### config.mk
export PLATFORM = sky130hd
export DESIGN_NAME = game_cont_txt_writer
export DESIGN_NICKNAME = d
export VERILOG_FILES = /design/src/rtl/game_txt_pkg.sv /design/src/rtl/game_txt_msg_rom.sv /design/src/rtl/game_cont_txt_writer.sv
export SDC_FILE = /design/constraint.sdc
export NUM_CORES = 2
export LEC_CHECK = 0
export BUFFER_PORTS_ARGS = -buffer_cell sky130_fd_sc_hd__buf_2
export CELL_PAD_IN_SITES_DETAIL_PLACEMENT = 1
export CELL_PAD_IN_SITES_GLOBAL_PLACEMENT = 2
export CORE_MARGIN = 10
export CORE_UTILIZATION = 30
export DETAILED_ROUTE_END_ITERATION = 8
export HOLD_SLACK_MARGIN = 0.06
export PLACE_DENSITY_LB_ADDON = 0.3
export SYNTH_ARGS = -nofsm -noshare
export SYNTH_HDL_FRONTEND = slang
export SYNTH_SLANG_ARGS = --single-unit
### constraint.sdc
create_clock -name clk -period 12.24 [get_ports clk]
set_clock_uncertainty 0.05 [all_clocks]
set_input_delay 2.448 -clock clk [delete_from_list [all_inputs] [get_ports clk]]
set_output_delay 2.448 -clock clk [all_outputs]
set_load 0.02 [all_outputs]
### src/rtl/game_txt_pkg.sv
// Shared types and constants for the dialog text writer: FSM state encoding,
// special character codes and the size of the character grid.
package game_txt_pkg;

  typedef enum logic [2:0] {
    ST_IDLE     = 3'd0,
    ST_CLEAR    = 3'd1,
    ST_TYPE     = 3'd2,
    ST_WAIT_KEY = 3'd3,
    ST_DONE     = 3'd4
  } state_e;

  localparam logic [6:0] CHAR_SPACE  = 7'h20;
  localparam logic [6:0] CHAR_END    = 7'h00;
  localparam logic [6:0] CHAR_CURSOR = 7'h5F;
  localparam int         CELLS       = 256;

  localparam int KEY_START = 0;
  localparam int KEY_SKIP  = 1;

  // Index width that stays at least one bit for degenerate counts.
  function automatic int idx_width(input int n);
    return (n > 1) ? $clog2(n) : 1;
  endfunction

endpackage

### src/rtl/game_txt_msg_rom.sv
// Synchronous dialog message ROM: {page, cell} -> 7-bit character code, 1 clk latency.
// Page 0 reads "HI" followed by the end marker; later pages fill all 256 cells.
module game_txt_msg_rom
  import game_txt_pkg::*;
#(
  parameter int NUM_PAGES = 4,
  parameter int PW        = 2
) (
  input  logic          clk_i,
  input  logic [PW-1:0] page_i,
  input  logic [7:0]    cell_i,
  output logic [6:0]    code_o
);

  logic [6:0] code_q;

  // Pages past 0 cycle through printable ASCII (0x21..0x7E), never the end marker.
  function automatic logic [6:0] msg_code(input logic [PW-1:0] p, input logic [7:0] c);
    int v;
    if (p == '0) begin
      case (c)
        8'd0:    msg_code = 7'h48;
        8'd1:    msg_code = 7'h49;
        default: msg_code = CHAR_END;
      endcase
    end else begin
      v = 33 + ((int'(c) + 7 * int'(p)) % 94);
      msg_code = 7'(v);
    end
  endfunction

  always_ff @(posedge clk_i) begin
    code_q <= msg_code(page_i, cell_i);
  end

  assign code_o = code_q;

endmodule

### src/rtl/game_cont_txt_writer.sv
// Typewriter-style dialog writer: clears a 16x16 char RAM, then types one ROM
// page into it at CHAR_PERIOD pace (or one char/clk after skip). Optional
// blinking cursor on the typing position: define GAME_TXT_CURSOR_EN.
//
// Handshake: key[0]/key[1] are level inputs; only a registered 0->1 transition
// counts as a press, and presses held across reset are not seen as new presses.
module game_cont_txt_writer
  import game_txt_pkg::*;
#(
  parameter int CHAR_PERIOD = 1_000_000,
  parameter int NUM_PAGES   = 4
) (
  input  logic       clk,
  input  logic       rst,
  input  logic [3:0] key,
  input  logic [7:0] char_xy,
  output logic [6:0] char_code,
  output logic       busy,
  output logic       page_done,
  output logic       done,
  output logic [2:0] state_dbg
);

  localparam int             PW        = idx_width(NUM_PAGES);
  localparam int             CW        = $clog2(CHAR_PERIOD);
  localparam logic [CW-1:0]  CNT_LAST  = CW'(CHAR_PERIOD - 1);
  localparam logic [PW-1:0]  PAGE_LAST = PW'(NUM_PAGES - 1);

  state_e        state_q, state_d;
  logic [PW-1:0] page_q, page_d;
  logic [7:0]    wr_ptr_q, wr_ptr_d;
  logic [CW-1:0] cnt_q, cnt_d;
  logic          fast_q, fast_d;

  logic [1:0]    key_q, key_prev_q, key_vld_q;
  logic [1:0]    key_rise;
  logic          start_edge, skip_edge;
  logic          unused_keys;

  logic          ram_we;
  logic [6:0]    ram_wd;
  logic [6:0]    rom_code;
  logic [6:0]    rd_data;
  logic [6:0]    char_code_q;
  logic [6:0]    ram_q [CELLS];

  assign unused_keys = ^key[3:2];

  // key_vld_q masks the first two samples so a key held through reset is not a press.
  always_ff @(posedge clk) begin
    if (rst) begin
      key_q      <= '0;
      key_prev_q <= '0;
      key_vld_q  <= '0;
    end else begin
      key_q      <= key[1:0];
      key_prev_q <= key_q;
      key_vld_q  <= {key_vld_q[0], 1'b1};
    end
  end

  assign key_rise   = key_q & ~key_prev_q & {2{key_vld_q[1]}};
  assign start_edge = key_rise[KEY_START];
  assign skip_edge  = key_rise[KEY_SKIP];

  always_ff @(posedge clk) begin
    if (rst) begin
      state_q  <= ST_IDLE;
      page_q   <= '0;
      wr_ptr_q <= '0;
      cnt_q    <= '0;
      fast_q   <= 1'b0;
    end else begin
      state_q  <= state_d;
      page_q   <= page_d;
      wr_ptr_q <= wr_ptr_d;
      cnt_q    <= cnt_d;
      fast_q   <= fast_d;
    end
  end

  always_comb begin
    state_d  = state_q;
    page_d   = page_q;
    wr_ptr_d = wr_ptr_q;
    cnt_d    = cnt_q;
    fast_d   = fast_q;
    ram_we   = 1'b0;
    ram_wd   = CHAR_SPACE;
    case (state_q)
      ST_IDLE, ST_DONE: begin
        if (start_edge) begin
          page_d   = '0;
          wr_ptr_d = '0;
          state_d  = ST_CLEAR;
        end
      end
      ST_CLEAR: begin
        ram_we   = 1'b1;
        wr_ptr_d = wr_ptr_q + 8'd1;
        cnt_d    = '0;
        fast_d   = 1'b0;
        if (wr_ptr_q == 8'hFF) state_d = ST_TYPE;
      end
      ST_TYPE: begin
        if (skip_edge) fast_d = 1'b1;
        if (fast_q || cnt_q == CNT_LAST) begin
          cnt_d = '0;
          if (rom_code == CHAR_END) begin
            state_d = ST_WAIT_KEY;
          end else begin
            ram_we = 1'b1;
            ram_wd = rom_code;
            if (wr_ptr_q == 8'hFF) state_d = ST_WAIT_KEY;
            else                   wr_ptr_d = wr_ptr_q + 8'd1;
          end
        end else begin
          cnt_d = cnt_q + CW'(1);
        end
      end
      ST_WAIT_KEY: begin
        if (start_edge) begin
          if (page_q == PAGE_LAST) begin
            state_d = ST_DONE;
          end else begin
            page_d   = page_q + PW'(1);
            wr_ptr_d = '0;
            state_d  = ST_CLEAR;
          end
        end
      end
      default: state_d = ST_IDLE;
    endcase
  end

  // Addressing the ROM with next-state values keeps rom_code aligned to
  // {page_q, wr_ptr_q} every cycle, so fast mode writes back-to-back.
  game_txt_msg_rom #(
    .NUM_PAGES(NUM_PAGES),
    .PW       (PW)
  ) u_msg_rom (
    .clk_i (clk),
    .page_i(page_d),
    .cell_i(wr_ptr_d),
    .code_o(rom_code)
  );

  always_ff @(posedge clk) begin
    if (ram_we && !rst) ram_q[wr_ptr_q] <= ram_wd;
  end

`ifdef GAME_TXT_CURSOR_EN
  localparam int            BW         = $clog2(16 * CHAR_PERIOD);
  localparam logic [BW-1:0] BLINK_LAST = BW'(16 * CHAR_PERIOD - 1);

  logic [BW-1:0] blink_cnt_q;
  logic          blink_q;

  always_ff @(posedge clk) begin
    if (rst) begin
      blink_cnt_q <= '0;
      blink_q     <= 1'b0;
    end else if (blink_cnt_q == BLINK_LAST) begin
      blink_cnt_q <= '0;
      blink_q     <= ~blink_q;
    end else begin
      blink_cnt_q <= blink_cnt_q + BW'(1);
    end
  end

  always_comb begin
    rd_data = ram_q[char_xy];
    if (state_q == ST_TYPE && char_xy == wr_ptr_q && blink_q) rd_data = CHAR_CURSOR;
  end
`else
  assign rd_data = ram_q[char_xy];
`endif

  always_ff @(posedge clk) begin
    if (rst) char_code_q <= '0;
    else     char_code_q <= rd_data;
  end

  assign char_code = char_code_q;
  assign busy      = (state_q == ST_CLEAR) || (state_q == ST_TYPE);
  assign page_done = (state_q == ST_WAIT_KEY);
  assign done      = (state_q == ST_DONE);
  assign state_dbg = state_q;

endmodule

-- Word level (Yosys, flattened, before mapping)
Memory sizes are Yosys's and may differ from the RTL's. A register that Yosys moved wholly into a read port is not among the register bits.
Cells that the tools add are included.
- $mul: 1
- divide/modulo/power cells: 1
- mux-type cells: 34
- reductions and logical operators: 12
- add/sub/neg operators: 5
- equality and inequality tests: 14
- bitwise logic cells: 3
- operator list (operator ; number):
    2-to-1 mux 8 bit ; 6
    one-hot mux 20 bit (2 select lines) ; 1
    adder 9 x 32 -> 32 bit ; 1
    modulo 32 x 8 -> 32 bit (second input constant) ; 1
    one-hot mux 8 bit (4 select lines) ; 1
    2-to-1 mux 7 bit ; 4
    2-to-1 mux 3 bit ; 7
    adder 20 x 1 -> 20 bit (second input constant) ; 1
    == test 20 bit (second input constant) ; 1
    2-to-1 mux 20 bit ; 1
    one-hot mux 7 bit (2 select lines) ; 1
    one-hot mux 3 bit (4 select lines) ; 1
    adder 8 x 1 -> 8 bit (second input constant) ; 1
    == test 8 x 1 -> 1 bit (second input constant) ; 1
    == test 8 bit (second input constant) ; 1
    zero test 8 bit ; 1
    inequality test 2 bit (second input constant) ; 4
    adder 7 bit (first input constant) ; 1
    zero test 7 bit ; 1
    == test 3 x 2 -> 1 bit (second input constant) ; 2
    2-to-1 mux 1 bit ; 6
    2-to-1 mux 2 bit ; 3
    multiplier 3 x 2 -> 5 bit (first input constant) ; 1
    AND reduction 5 bit ; 1
    other kinds (18) ; 21
- logic and storage cells: 81
- bits in registers: 47
- bits in writable memories: 1792
- memories: 1
- output and inout port bits: 13
- memory list (name ; depth ; width ; rd ports ; clocked after Yosys merged registers in ; write ports ; line ; text):
    ram_q ; 256 ; 7 ; 1 ; 1 ; 1 ; game_cont_txt_writer.sv:45 ; logic [6:0] ram_q [CELLS];

-- Longest topological paths before layout
- depth in word-level cells: 10
- gate-level depth with buffers: 33
- gate-level depth less buffers: 33

-- Modules after synthesis
From an unflattened synthesis, not the netlist that was laid out.
- cells, all modules: 3952
- area total of the unflattened synthesis: 73777.0 um^2
- by module, submodules not included (module ; sequential area each (um^2) ; instances ; cells each ; area an instance (um^2)):
    game_cont_txt_writer ; 54752.5 ; 1 ; 3802 ; 72570.9
    game_txt_msg_rom ; 140.1 ; 1 ; 150 ; 1206.2

-- Worst setup path before layout
No wires, ideal clock.
- path type: reg-to-reg
- start point: register wr_ptr_q[1]
- end point: register u_msg_rom.code_q[6], in the netlist u_msg_rom.code_o[6]
- buffers on the path: 1
- data required time: 12.070 ns
- data arrival time: 6.508 ns
- slack: 5.562 ns
- period minus slack after synthesis: 6.678 ns
- setup time: 0.120 ns
- stages on the path, launching flop included: 33
- cell sequence: dfxtp_1 > ha_1 > buf_2 > nand3_1 > nor3_1 > nor2b_1 > o21ai_0 > nor2_1 > a31oi_1 > ha_1 > inv_1 > fa_1 > nand2b_1 > a21boi_0 > nor3_1 > nor3_1 > a21oi_1 > o31ai_1 > o31a_1 > ha_1 > nand3b_1 > a21oi_1 > o211ai_2 > o211ai_2 > o211ai_1 > and3_1 > a21o_1 > xnor2_1 > ha_1 > o2111a_1 > a41o_1 > and2_1 > a211o_1
- cells in the longest elaborated chain, start to end: 9
- elaborated cells between the ends (all ways): 16
- those cells by class: add/sub: 3; div: 1; eq/ne: 2; mux: 9; reduce/logical: 1
- ends and longest elaborated chain (what ; line ; text):
    from (decl) ; game_cont_txt_writer.sv:31 ; logic [7:0] wr_ptr_q, wr_ptr_d;
    from (signal assigned) ; game_cont_txt_writer.sv:76 ; wr_ptr_q <= wr_ptr_d;
    == test 8 bit * ; game_cont_txt_writer.sv:114 ; if (wr_ptr_q == 8'hFF) state_d = ST_WAIT_KEY;
    2-to-1 mux 8 bit * ; game_cont_txt_writer.sv:114 ;
    2-to-1 mux 8 bit * ; game_cont_txt_writer.sv:109 ; if (rom_code == CHAR_END) begin
    2-to-1 mux 8 bit * ; game_cont_txt_writer.sv:107 ; if (fast_q || cnt_q == CNT_LAST) begin
    one-hot mux 8 bit (4 select lines) * ; game_cont_txt_writer.sv:90 ; case (state_q)
    via u_msg_rom.cell_i[0] ; game_txt_msg_rom.sv:11 ; input logic [7:0] cell_i,
    adder 9 x 32 -> 32 bit ; game_txt_msg_rom.sv:27 ; v = 33 + ((int'(c) + 7 * int'(p)) % 94);
    modulo 32 x 8 -> 32 bit ; game_txt_msg_rom.sv:27 ;
    adder 7 bit ; game_txt_msg_rom.sv:27 ;
    2-to-1 mux 7 bit * ; game_txt_msg_rom.sv:20 ; if (p == '0) begin
    to (signal assigned) ; game_txt_msg_rom.sv:33 ; code_q <= msg_code(page_i, cell_i);
    to (decl) ; game_txt_msg_rom.sv:15 ; logic [6:0] code_q;
Mark *: on every way through the listed nets, which the timed path passes. The rest lies on a longest branch.
A chain may end at the register's enable or synchronous reset.

-- Worst setup path in the final report
Same ends and word-level chain as after synthesis.

==> impl_metrics.csv <==
group,metric,value,unit
sta,timing.max_slew.rel_slack,11.5,%
synth,yosys_warnings,0,
placement,dp.final_hpwl,112000,µm
global_routing,grt_start_max_net_pins,217,
global_routing,first_global_vias,36300,
worst_setup_path,critical_path_arrival,8.96,ns
power_and_ir_drop,static_leak,0.0254,µW
cells_and_area,multi_input_comb_area,0.0173,mm²
synth,synth_seq_area_share,75.3,%
sta,timing_max_transition_violations_final,0,
worst_setup_path,crit_slowest_cell,"sky130_fd_sc_hd__nor3_1",
sta,max_clock_freq,121,MHz
synth,synth_nets,3376,
sta,fin_crit_sh,67.4,%
sta,finalWorstPathRequiredPeriod,8.25,ns
clocking,cts-hold-fix-buffers,0,
die,core.rowCount,180,
synth,synth_cells,3345,
route,first_pass_iters,7,
worst_setup_path,path_class,"reg -> reg",
clocking,cts_max_level,4,
cells_and_area,final_cell_mix,"sky130_fd_sc_hd__edfxtp_1, sky130_fd_sc_hd__mux4_2, sky130_fd_sc_hd__nor2_1",
sta,report.final.setup_viol,0,
cells_and_area,finalCoreUtilization,34.4,%
route,drt_first_iter_violations,3233,
synth,dominantRegCellSynth,"sky130_fd_sc_hd__edfxtp_1",
route,post_drt_via_cell_ratio,5.00,
power_and_ir_drop,post-layout-total-power,13000,µW
sta,timing_worst_slew_pin_value,1.32,ns
cells_and_area,final_design_area_no_fill,0.0829,mm²
global_routing,grt_pass1_wl,273000,µm
synth,share_of_synthesized_registers_carrying_an_async_set_or_reset,0,%
cells_and_area,nets,3465,
worst_setup_path,worst_ep_required_time,12.95,ns
clocking,root_driver,"sky130_fd_sc_hd__clkbuf_16",
route,num_vias,33900,
route,post_detailed_route_wirelength_per_cell,27.6,µm
cells_and_area,layout_commonest_cell,"sky130_fd_sc_hd__edfxtp_1",
clocking,cts_num_sinks,1846,
clocking,cts_setup_buffers,0,
flow_run,max_capacitance_violation_total,0,
worst_setup_path,crit_path_frequent_cell,"sky130_fd_sc_hd__ha_1",
sta,timing.setup.tns,0,ns
synth,ys_types,87,
cells_and_area,area.sequential,0.0549,mm²
sta,grt_setup_unrepaired,"false",
die,boundaryPins,27,
die,die_y,513,µm
synth,ys_seq_elements,1846,
worst_hold_path,hold_path.class,"reg -> reg",
cells_and_area,final_layout_size_suffix_gt1_share,27.2,%
clocking,cts_buffer_depth,3,
placement,numPortBuffers,24,
cells_and_area,number_of_fillers_in_the_final_layout,23400,
power_and_ir_drop,worst_ir_drop_vdd,137,µV
worst_setup_path,startpoint_type,"flop",
power_and_ir_drop,pwr_density_cell,157,mW/mm²
clocking,path_clk_slew,0.05,ns
synth,number_of_flops_mapped_to_enable_cells_by_yosys,1792,
die,area_of_the_die,0.263,mm²
global_routing,grt_usage,14.1,%
worst_setup_path,path_max_fanout,8,
route,remaining_drc_errors,0,
global_routing,grt.overflow.total,0,
worst_setup_path,setup.worst_path.end_class,"flop",
die,floorplan.core_area,0.241,mm²
global_routing,grt_antenna_before_repair,25,
worst_setup_path,worst_path_largest_cell_delay,0.61,ns
status,outcome,"complete, no violations",
placement,gp_congestion,0.728,
clocking,cts_made_buffers,199,
die,initial_core_util,30.2,%
placement,dpl-instance-area,0.0768,mm²
route,routed_wirelength,188000,µm
sta,finalHoldViolCount,0,
clocking,post_cts_repair_resize_count,0,
clocking,clk_latency,0.82,ns
synth,syn_area,0.0729,mm²
synth,synthesized_area_per_cell,21.8,µm²
clocking,tritoncts,"yes",
cells_and_area,syn2layout_area_growth,13.7,%
route,postRouteAntennaNets,0,
die,dieWidth,513,µm
-- synth_stat cells (4+ instances only) --
| cell | count | share of area [%] |
|---|---|---|
| sky130_fd_sc_hd__edfxtp_1 | 1792 | 74 |
| sky130_fd_sc_hd__mux4_2 | 595 | 18 |
| sky130_fd_sc_hd__nor2_1 | 320 | 1.6 |
| sky130_fd_sc_hd__clkbuf_1 | 129 | 0.66 |
| sky130_fd_sc_hd__nand2_1 | 69 | 0.36 |
| sky130_fd_sc_hd__dfxtp_1 | 54 | 1.5 |
| sky130_fd_sc_hd__buf_1 | 53 | 0.27 |
| sky130_fd_sc_hd__o21ai_0 | 33 | 0.23 |
| sky130_fd_sc_hd__a21oi_1 | 28 | 0.19 |
| sky130_fd_sc_hd__and2_1 | 28 | 0.24 |
| sky130_fd_sc_hd__nand3_1 | 20 | 0.14 |
| sky130_fd_sc_hd__inv_1 | 18 | 0.093 |
| sky130_fd_sc_hd__ha_1 | 16 | 0.27 |
| sky130_fd_sc_hd__nor2b_1 | 13 | 0.11 |
| sky130_fd_sc_hd__and3_1 | 11 | 0.094 |
| sky130_fd_sc_hd__nor3_1 | 11 | 0.076 |
| sky130_fd_sc_hd__buf_2 | 7 | 0.048 |
| sky130_fd_sc_hd__mux2i_1 | 7 | 0.096 |
| sky130_fd_sc_hd__nor4_1 | 7 | 0.060 |
| sky130_fd_sc_hd__a311oi_1 | 6 | 0.072 |
| sky130_fd_sc_hd__nand4_1 | 6 | 0.051 |
| sky130_fd_sc_hd__xnor2_1 | 6 | 0.072 |
| sky130_fd_sc_hd__a21boi_0 | 5 | 0.051 |
| sky130_fd_sc_hd__a31oi_1 | 5 | 0.043 |
| sky130_fd_sc_hd__nand3b_1 | 5 | 0.051 |
| sky130_fd_sc_hd__o21a_1 | 5 | 0.051 |
| sky130_fd_sc_hd__or2_2 | 5 | 0.043 |
| sky130_fd_sc_hd__a21o_1 | 4 | 0.041 |
| sky130_fd_sc_hd__a22oi_1 | 4 | 0.041 |
| sky130_fd_sc_hd__nor3b_1 | 4 | 0.041 |
| sky130_fd_sc_hd__o211ai_1 | 4 | 0.041 |
| sky130_fd_sc_hd__xor2_1 | 4 | 0.048 |
-- critical path, delay by kind of cell, from the launching register on --
family / cells / cell delay [ns]
xor gates and xnor gates: 1 / 0.15
DFF: 1 / 0.42
adders and majority gates: 5 / 1.54
and+or+nand+nor: 9 / 2.16
buffers and inverters: 1 / 0.06
AOI/OAI and AO/OA: 15 / 3.79
-- power by group --
| part | switching [µW] | internal, µW |
|---|---|---|
| registers | 12.2 | 6840 |
| logic | 300 | 151 |
| clock network | 2450 | 3240 |
| total | 2760 | 10200 |
-- final timing paths --
path	slack (ns)	cells past startpoint	startpoint	endpoint
max	3.99	31	wr_ptr_q[1]	u_msg_rom.code_o[6]
min	0.40	1	key_vld_q[0]	key_vld_q[1]
max reg2reg	3.99	31	wr_ptr_q[1]	u_msg_rom.code_o[6]
min reg2reg	0.40	1	key_vld_q[0]	key_vld_q[1]
-- registers in the layout, summed over array words and instances, names as in the netlist --
signal            count
ram_q              1792
u_msg_rom.code_o      7
key_q                 2
page_q                2
wr_ptr_q              8
key_prev_q            2
state_dbg             3
char_code             7
cnt_q                20
key_vld_q             2
fast_q                1
-- cells by family after synthesis --
kind of cell,count (synthesis),share of synthesized area (%)
buffers and inverters,210,1.11
xor gates and xnor gates,10,0.120
muxes,602,18.5
DFF,1846,75.3
adders and majority gates,17,0.302
AOI/OAI and AO/OA,137,1.44
and+or+nand+nor,523,3.25
-- layer usage --
| layer | share of wire (%) | GRT usage, % |
|---|---|---|
| met3 | 5.2 | 2.20 |
| met2 | 48 | 22.6 |
| met1 | 45 | 20.1 |
| met4 | 2.1 | 3.53 |
| met5 | 0.0069 | 0 |
-- per-stage QoR --
step	cells	setup WS (ns)	hold WS (ns)
global route	6784	3.12	0.415
detailed placement	6418	4.01	0.394
finish	6786	3.99	0.398
global placement	6418	3.95	0.390
floorplan	3345	5.56	0.364
CTS	6784	3.97	0.408
-- final cells by class --
| class | count | share of cell area, % |
|---|---|---|
| flip-flops and latches | 1846 | 66.2 |
| multi-input cells | 1289 | 20.8 |
| clock buffers | 264 | 6.43 |
| well taps | 3185 | 4.81 |
| clock inverters | 102 | 0.913 |
| repair buffers | 79 | 0.760 |
| inverters | 19 | 0.0860 |
| diodes | 2 | 0.00604 |
No activity file was read; power rests on OpenSTA's default activity.
